**config.mk**
```make
export PLATFORM = sky130hd
export DESIGN_NAME = dmem_arbiter
export DESIGN_NICKNAME = d
export VERILOG_FILES = /design/src/rtl/dmem_arbiter.sv
export SDC_FILE = /design/constraint.sdc
export NUM_CORES = 1
export LEC_CHECK = 0
export ABC_CLOCK_PERIOD_IN_PS = 3300
export CORE_AREA = 4 4 118 120
export CTS_CLUSTER_SIZE = 14
export DETAILED_ROUTE_END_ITERATION = 8
export DIE_AREA = 0 0 122 124
export DONT_BUFFER_PORTS = 1
export PLACE_DENSITY = 0.6
export SYNTH_ARGS = -nofsm -noshare
export SYNTH_HDL_FRONTEND = slang
export SYNTH_SLANG_ARGS = --single-unit
```
**constraint.sdc**
```tcl
create_clock -name clk -period 3.3 [get_ports clk]
set_clock_uncertainty 0.15 [all_clocks]
set_input_delay 0.66 -clock clk [delete_from_list [all_inputs] [get_ports clk]]
set_output_delay 0.66 -clock clk [all_outputs]
set_load 0.05 [all_outputs]
```
**src/rtl/dmem_arbiter.sv**
```systemverilog
// Round-robin arbiter sharing one word-addressed data memory between two requesters,
// with read-modify-write sequencing for byte-masked stores and range checking.
module dmem_arbiter #(
  parameter int MEM_SIZE = 2000
) (
  input  logic        clk,
  input  logic        rst_n,
  input  logic        req_valid_0,
  output logic        req_ready_0,
  input  logic        req_we_0,
  input  logic [31:0] req_addr_0,
  input  logic [31:0] req_wdata_0,
  input  logic [3:0]  req_be_0,
  output logic        rsp_valid_0,
  output logic [31:0] rsp_rdata_0,
  output logic        rsp_err_0,
  input  logic        req_valid_1,
  output logic        req_ready_1,
  input  logic        req_we_1,
  input  logic [31:0] req_addr_1,
  input  logic [31:0] req_wdata_1,
  input  logic [3:0]  req_be_1,
  output logic        rsp_valid_1,
  output logic [31:0] rsp_rdata_1,
  output logic        rsp_err_1,
  output logic [31:0] mem_a,
  output logic [31:0] mem_wdata,
  output logic        mem_we,
  input  logic [31:0] mem_rdata
);

  typedef enum logic [0:0] {ST_IDLE = 1'b0, ST_RMW = 1'b1} state_t;

  localparam logic [31:0] MEM_LIMIT = 32'(MEM_SIZE);

  state_t      state_r;
  logic        prio_r;
  logic        rmw_port_r;
  logic [31:0] rmw_addr_r;
  logic [31:0] rmw_data_r;

  logic        grant_valid_s;
  logic        grant_port_s;
  logic        accept_s;
  logic        sel_we_s;
  logic [31:0] sel_addr_s;
  logic [31:0] sel_wdata_s;
  logic [3:0]  sel_be_s;
  logic        in_range_s;
  logic        partial_s;
  logic        full_store_s;
  logic [31:0] merged_s;

  function automatic logic [31:0] be_to_mask(input logic [3:0] be);
    logic [31:0] mask;
    for (int i = 0; i < 4; i++) begin
      mask[8*i +: 8] = {8{be[i]}};
    end
    return mask;
  endfunction

  // Round-robin grant: the prio port wins when valid, otherwise the other port
  always_comb begin
    logic pri_valid;
    logic oth_valid;
    pri_valid = prio_r ? req_valid_1 : req_valid_0;
    oth_valid = prio_r ? req_valid_0 : req_valid_1;
    if (pri_valid) begin
      grant_valid_s = 1'b1;
      grant_port_s  = prio_r;
    end else if (oth_valid) begin
      grant_valid_s = 1'b1;
      grant_port_s  = ~prio_r;
    end else begin
      grant_valid_s = 1'b0;
      grant_port_s  = prio_r;
    end
  end

  assign sel_we_s     = grant_port_s ? req_we_1    : req_we_0;
  assign sel_addr_s   = grant_port_s ? req_addr_1  : req_addr_0;
  assign sel_wdata_s  = grant_port_s ? req_wdata_1 : req_wdata_0;
  assign sel_be_s     = grant_port_s ? req_be_1    : req_be_0;
  assign in_range_s   = (sel_addr_s < MEM_LIMIT);
  assign partial_s    = sel_we_s && (sel_be_s != 4'h0) && (sel_be_s != 4'hF);
  assign full_store_s = sel_we_s && (sel_be_s == 4'hF);
  assign merged_s     = (mem_rdata & ~be_to_mask(sel_be_s)) | (sel_wdata_s & be_to_mask(sel_be_s));

  assign accept_s    = rst_n && (state_r == ST_IDLE) && grant_valid_s;
  assign req_ready_0 = accept_s && !grant_port_s;
  assign req_ready_1 = accept_s && grant_port_s;

  // Memory port drive: RMW write-back, accepted in-range access, or quiet zeros
  always_comb begin
    mem_a     = 32'h0;
    mem_wdata = 32'h0;
    mem_we    = 1'b0;
    if (!rst_n) begin
      mem_we = 1'b0;
    end else if (state_r == ST_RMW) begin
      mem_a     = rmw_addr_r;
      mem_wdata = rmw_data_r;
      mem_we    = 1'b1;
    end else if (accept_s && in_range_s) begin
      mem_a = sel_addr_s;
      if (full_store_s) begin
        mem_wdata = sel_wdata_s;
        mem_we    = 1'b1;
      end else begin
        mem_we = 1'b0;
      end
    end else begin
      mem_we = 1'b0;
    end
  end

  // Sequencer state, round-robin pointer and registered responses
  always_ff @(posedge clk) begin
    if (!rst_n) begin
      state_r     <= ST_IDLE;
      prio_r      <= 1'b0;
      rmw_port_r  <= 1'b0;
      rmw_addr_r  <= 32'h0;
      rmw_data_r  <= 32'h0;
      rsp_valid_0 <= 1'b0;
      rsp_rdata_0 <= 32'h0;
      rsp_err_0   <= 1'b0;
      rsp_valid_1 <= 1'b0;
      rsp_rdata_1 <= 32'h0;
      rsp_err_1   <= 1'b0;
    end else begin
      rsp_valid_0 <= 1'b0;
      rsp_rdata_0 <= 32'h0;
      rsp_err_0   <= 1'b0;
      rsp_valid_1 <= 1'b0;
      rsp_rdata_1 <= 32'h0;
      rsp_err_1   <= 1'b0;
      case (state_r)
        ST_IDLE: begin
          if (accept_s) begin
            prio_r <= ~grant_port_s;
            if (in_range_s && partial_s) begin
              state_r    <= ST_RMW;
              rmw_port_r <= grant_port_s;
              rmw_addr_r <= sel_addr_s;
              rmw_data_r <= merged_s;
            end else if (grant_port_s) begin
              rsp_valid_1 <= 1'b1;
              rsp_err_1   <= ~in_range_s;
              rsp_rdata_1 <= (!sel_we_s && in_range_s) ? mem_rdata : 32'h0;
            end else begin
              rsp_valid_0 <= 1'b1;
              rsp_err_0   <= ~in_range_s;
              rsp_rdata_0 <= (!sel_we_s && in_range_s) ? mem_rdata : 32'h0;
            end
          end
        end
        ST_RMW: begin
          state_r <= ST_IDLE;
          if (rmw_port_r) begin
            rsp_valid_1 <= 1'b1;
          end else begin
            rsp_valid_0 <= 1'b1;
          end
        end
        default: begin
          state_r <= ST_IDLE;
        end
      endcase
    end
  end

endmodule

```
---- After elaboration in Yosys (flattened, before gate mapping) ----
Cells that the tools add are included.
cells by class
  bitwise gates (word level) .............. 10
  equality and inequality tests ........... 2
  order comparisons ....................... 1
  mux-type cells .......................... 35
  reduce and logical (&&, ||, !) cells .... 17
operator list
  cell                                                                     count
  32-bit two-way mux                                                       10
  32-bit bitwise AND                                                       2
  32-bit by 11-bit < comparator with 1-bit output (second input constant)  1
  32-bit inverter                                                          1
  32-bit bitwise OR                                                        1
  1-bit two-way mux                                                        21
  1-bit logical AND                                                        10
  5-bit OR reduction                                                       2
  1-bit inverter                                                           6
  1-bit one-hot mux with 2 select lines                                    3
  4-bit equality test (second input constant)                              1
  4-bit two-way mux                                                        1
  4-bit != test (second input constant)                                    1
  4-bit nonzero test                                                       1
  3-bit AND reduction                                                      1
  1-bit zero test                                                          2
  2-bit AND reduction                                                      1
storage, ports and cells
  bits in registers ....................... 135
  output and inout bits ................... 135

---- Logic depth before layout (Yosys ltp) ----
  depth in word-level cells ............... 11
  mapped depth ............................ 11

---- Worst setup path after synthesis ----
OpenSTA, ideal clock, no wires.
  path kind ............................... in2out
  start point ............................. input req_valid_0
  end point ............................... output mem_wdata[10]
  stages .................................. 9
  path buffers ............................ 2
  slack ................................... -1.101 ns
  arrival ................................. 3.591 ns
  cell sequence ........................... inv_1 -> maj3_2 -> buf_6 -> mux2_4 -> o211a_1 -> nor4_2 -> nand2_1 -> buf_2 -> o31ai_1
between the ends
  longest elaborated chain between the ends .. 10
ends and longest elaborated chain
  what                                                                                                     line  source
  start: declaration                                                                                       8     input logic req_valid_0,
  parallel branches: the longest is 7 deep, another holds 32-bit by 11-bit < comparator with 1-bit output  --
  32-bit two-way mux *                                                                                     104   end else if (accept_s && in_range_s) begin
  32-bit two-way mux *                                                                                     100   end else if (state_r == ST_RMW) begin
  32-bit two-way mux *                                                                                     98    if (!rst_n) begin
  end: declaration                                                                                         27    output logic [31:0] mem_wdata,
Every way passes the cells marked *.

---- Worst setup path after layout ----
  start point ............................. register prio_r
  end point ............................... output mem_wdata[8]
between the ends
  longest elaborated chain between the ends .. 10
ends and longest elaborated chain
  what                                                                                                     line  source
  start: declaration                                                                                       37    logic prio_r;
  start signal: assignment                                                                                 141   prio_r <= ~grant_port_s;
  parallel branches: the longest is 7 deep, another holds 32-bit by 11-bit < comparator with 1-bit output  --
  32-bit two-way mux *                                                                                     104
  32-bit two-way mux *                                                                                     100
  32-bit two-way mux *                                                                                     98
Marks and branches as above.

==> results.md <==
* Vias in the first global route at around 5.6k
* Starting Density at 46.05%
* Final min period at 3718 ps
* VDD IR max at 0.0003495 V
* Clock power frac at 48.1%
* Pwr Density at 449.8 nW/um^2
* Nets at between 900 and 1k
* Core Region at 12980 sq um
* Layout cell share with drive strength beyond 1 at ~29%
* DP Area at 7756 sq um
* Main synth FF type: dfxtp_1
* Count leader, synth: dfxtp_1
* Vias/cell at just under 6
* I/O Buffers at 0
* Synthesized flop and latch total at between 100 and 150
* Final WS setup at -418.1 ps
* Clock buffer depth at 2
* Fraction of power spent switching nets at 24.74%
* Mapped cell area at 5977 sq um
* Post-synthesis instance total at 692
* Max-slew violations at 0
* RePlAce Congestion at 0.8603
* Final Instance Area at 8685 sq um
* Height of the die at 124 um
* Worst Setup Start Kind: register
* Place WS at -481.8 ps
* Worst reg2reg setup slack at ~150 ps
* RSZ-0062 raised after global routing: yes
* Yosys warning count at 0
* Row cnt at 42
* Synth area leader: dfxtp_1
* Iteration-0 DRC Markers at 317
* First-pass GRT wire length at between 30000 and 40000 um
* Synth area leaders: dfxtp_1 (45%), and2_1 (6.9%), mux2i_1 (6.2%), nand3_1 (5.8%), o21ai_0 (5.4%)
* Worst reg2reg path depth at 14
* Grt total ovfl at 0
* Fin util at around 67%
* Area growth, synth to finish at 45.30%
* Hold-fix buffers, CTS at 0
* Initial antenna violation count at 0
* Die W at 122 um
* Multi-input logic area at approximately 3600 sq um
* EDFF count, synth at 0
* R2r endpoint: rmw_addr_r[12]$_SDFFE_PN0P_
* Clk pin slew, worst setup/hold paths at 60 ps
* CP startpoint: prio_r$_SDFFE_PN0P_
* Part of the cycle the worst path needs at 112.7%
* Clock Sinks at 135
* Netlist cell types at 35
* Slew HR at 49.78%
* Status: complete, but fails checks
* TritonCTS clock tree: built
* TritonRoute pass-1 iters at 5
* Root Buffer: clkbuf_16
* Worst Setup Path Type: register to primary output
* I/O pins at 309
* Async SR Flop Fraction at 0%
* Synth cell count leaders: dfxtp_1 (135), nand3_1 (69), and2_1 (66)
* Flop pwr share at 42.2%
* Reg2reg start: prio_r$_SDFFE_PN0P_
* Final Hold Slack at 203.5 ps
* Avg WL per Cell at between 20 and 25 um
* Via count at 5533
* Final Hold Fails at 0
* CP Data Arrival Time at 2910 ps
* Top cell type's share of synthesized area at 45.22%
* ANT cells at 0
* Worst slew pin tran at around 750 ps
* Combinational share of power at 9.7%
* Routed WL at 20280 um
* Register area share after synthesis at 45.22%
* Fmax at 0.2690 GHz
* All-layer global routing usage at 26.25%
* Register Area at 2705 sq um
* Final Non-Filler Cells at 944
* Worst setup path end: mem_wdata[8]
* Crit-path max FO at 18
* Finish-stage setup viols at 44
* Die area at between 15000 and 20000 sq um
* Syn avg cell area at 8.637 sq um
* P_int at 0.002940 W
* Worst EP required at 2490 ps
* Clock insertion delay at the later pin of the skew report at 420 ps
* H-tree Lvls at 4
* Hold path start: mem_rdata[22]
* Net Switching at 0.0009663 W
* Largest net degree at the start of global routing at 96
* Hold WC Path Type: input port to register
* Static Leak at 3.317 nW
* Fillcell total at 1050
* Failing checks: setup timing
* MaxCap Viol Count at 0
* Drt drc at 0
* Syn Nets at 866
* Cells after DPL at 888
* HPWL after detailed placement at 14490 um
* Final ANT Viol Nets at 0
* Critical Path Sink Type: primary output
* Inserted Clock Buffers at 17
repair_timing:
| action | in CTS | in global routing |
|---|---|---|
| cloned | 1 | 0 |
| pin swaps | 19 | 16 |
| buffers inserted | 19 | 5 |
| gates resized for setup | 31 | 5 |
| endpoints found under the setup margin | 45 | 52 |
cell type report:
class	count	area share, %
Clock inverter	11	1.412
Inverter	5	0.3170
Timing Repair Buffer	109	17.48
Clock buffer	21	5.417
Tap cell	176	2.536
Sequential cell	135	31.15
Multi-Input combinational cell	487	41.69
state kept, by name, summed over array words and instances, names as in the netlist:
register and cells:
prio_r 1, rmw_addr_r 32, rmw_data_r 32, rmw_port_r 1
rsp_err_0 1, rsp_err_1 1, rsp_rdata_0 32, rsp_rdata_1 32
rsp_valid_0 1, rsp_valid_1 1, state_r 1
worst max-delay path, stage by stage, from the launching register on:
cell	delay, ps
dfxtp_2	330
maj3_4	410
buf_6	150
buf_12	110
mux2i_4	170
or4_4	440
nor2_4	150
nand2_4	80
buf_12	190
o31ai_4	250
buf_12	180
metrics by stage:
stage	total power, W	setup TNS (ps)
2_1_floorplan	0.001949	-13170
4_1_cts	0.003934	-17060
5_1_grt	0.004041	-20100
6_report	0.003906	-16070
3_3_place_gp	0.002035	-15070
3_5_place_dp	0.002044	-18020
layout by cell type (no fill, tap or decap), types with 3 or more instances in the layout:
master,n
clkbuf_8,3
mux2i_2,3
buf_4,49
nor2_1,5
nor2_4,13
clkinv_2,3
o21ai_1,15
nor4_1,7
o31ai_4,32
a21oi_1,36
mux2i_1,34
o21ai_0,64
nand3_1,69
a22oi_2,11
and2_1,65
nand4_1,11
and3_1,44
dfxtp_1,133
mux2_4,3
clkinvlp_4,5
nand2_1,46
buf_8,3
buf_6,5
mux2_2,8
buf_12,51
clkbuf_16,17
cell families (layout without fill, tap and decap cells):
group                    count (synthesis)  count (layout)  share of synthesized area (%)
AND/OR/NAND/NOR                        272             272                          24.41
AO/OA/AOI/OAI                          165             165                          16.01
flip-flops                             135             135                          45.22
buffers and inverters                   70             146                          5.547
multiplexers                            49              49                          8.625
adder cells (fa/ha/maj)                  1               1                         0.1884
worst min path at each step:
| stage | end | slack [ps] | cells past startpoint |
|---|---|---|---|
| 6_report | rsp_rdata_0[22]$_SDFF_PP0_ | 200 | 1 |
| 3_3_place_gp | rmw_addr_r[2]$_SDFFE_PN0P_ | 300 | 2 |
| 4_1_cts | rsp_rdata_0[29]$_SDFF_PP0_ | 190 | 1 |
| 2_1_floorplan | rmw_addr_r[0]$_SDFFE_PN0P_ | 290 | 2 |
| 5_1_grt | rsp_rdata_1[30]$_SDFF_PP0_ | 190 | 1 |
| 3_5_place_dp | rmw_addr_r[2]$_SDFFE_PN0P_ | 310 | 2 |
power groups by stage:
stage | clock [W] | sequential (W) | combinational, W
after floorplan | 0 | 0.00168 | 0.000267
after global placement | 0 | 0.00168 | 0.000352
after detailed placement | 0 | 0.00168 | 0.000360
after CTS | 0.00190 | 0.00165 | 0.000381
after global routing | 0.00198 | 0.00165 | 0.000413
final | 0.00188 | 0.00165 | 0.000381
layer usage:
metal | track usage (%) | routed length, um | vias to the layer above
met1 | 32.42 | 8148 | 2675
met4 | 9.594 | 363 | 0
met3 | 7.675 | 1645 | 28
li1 | - | - | 2604
met5 | 0 | 0 | -
met2 | 43.65 | 10120 | 226
(Power assumes the default switching activity.)
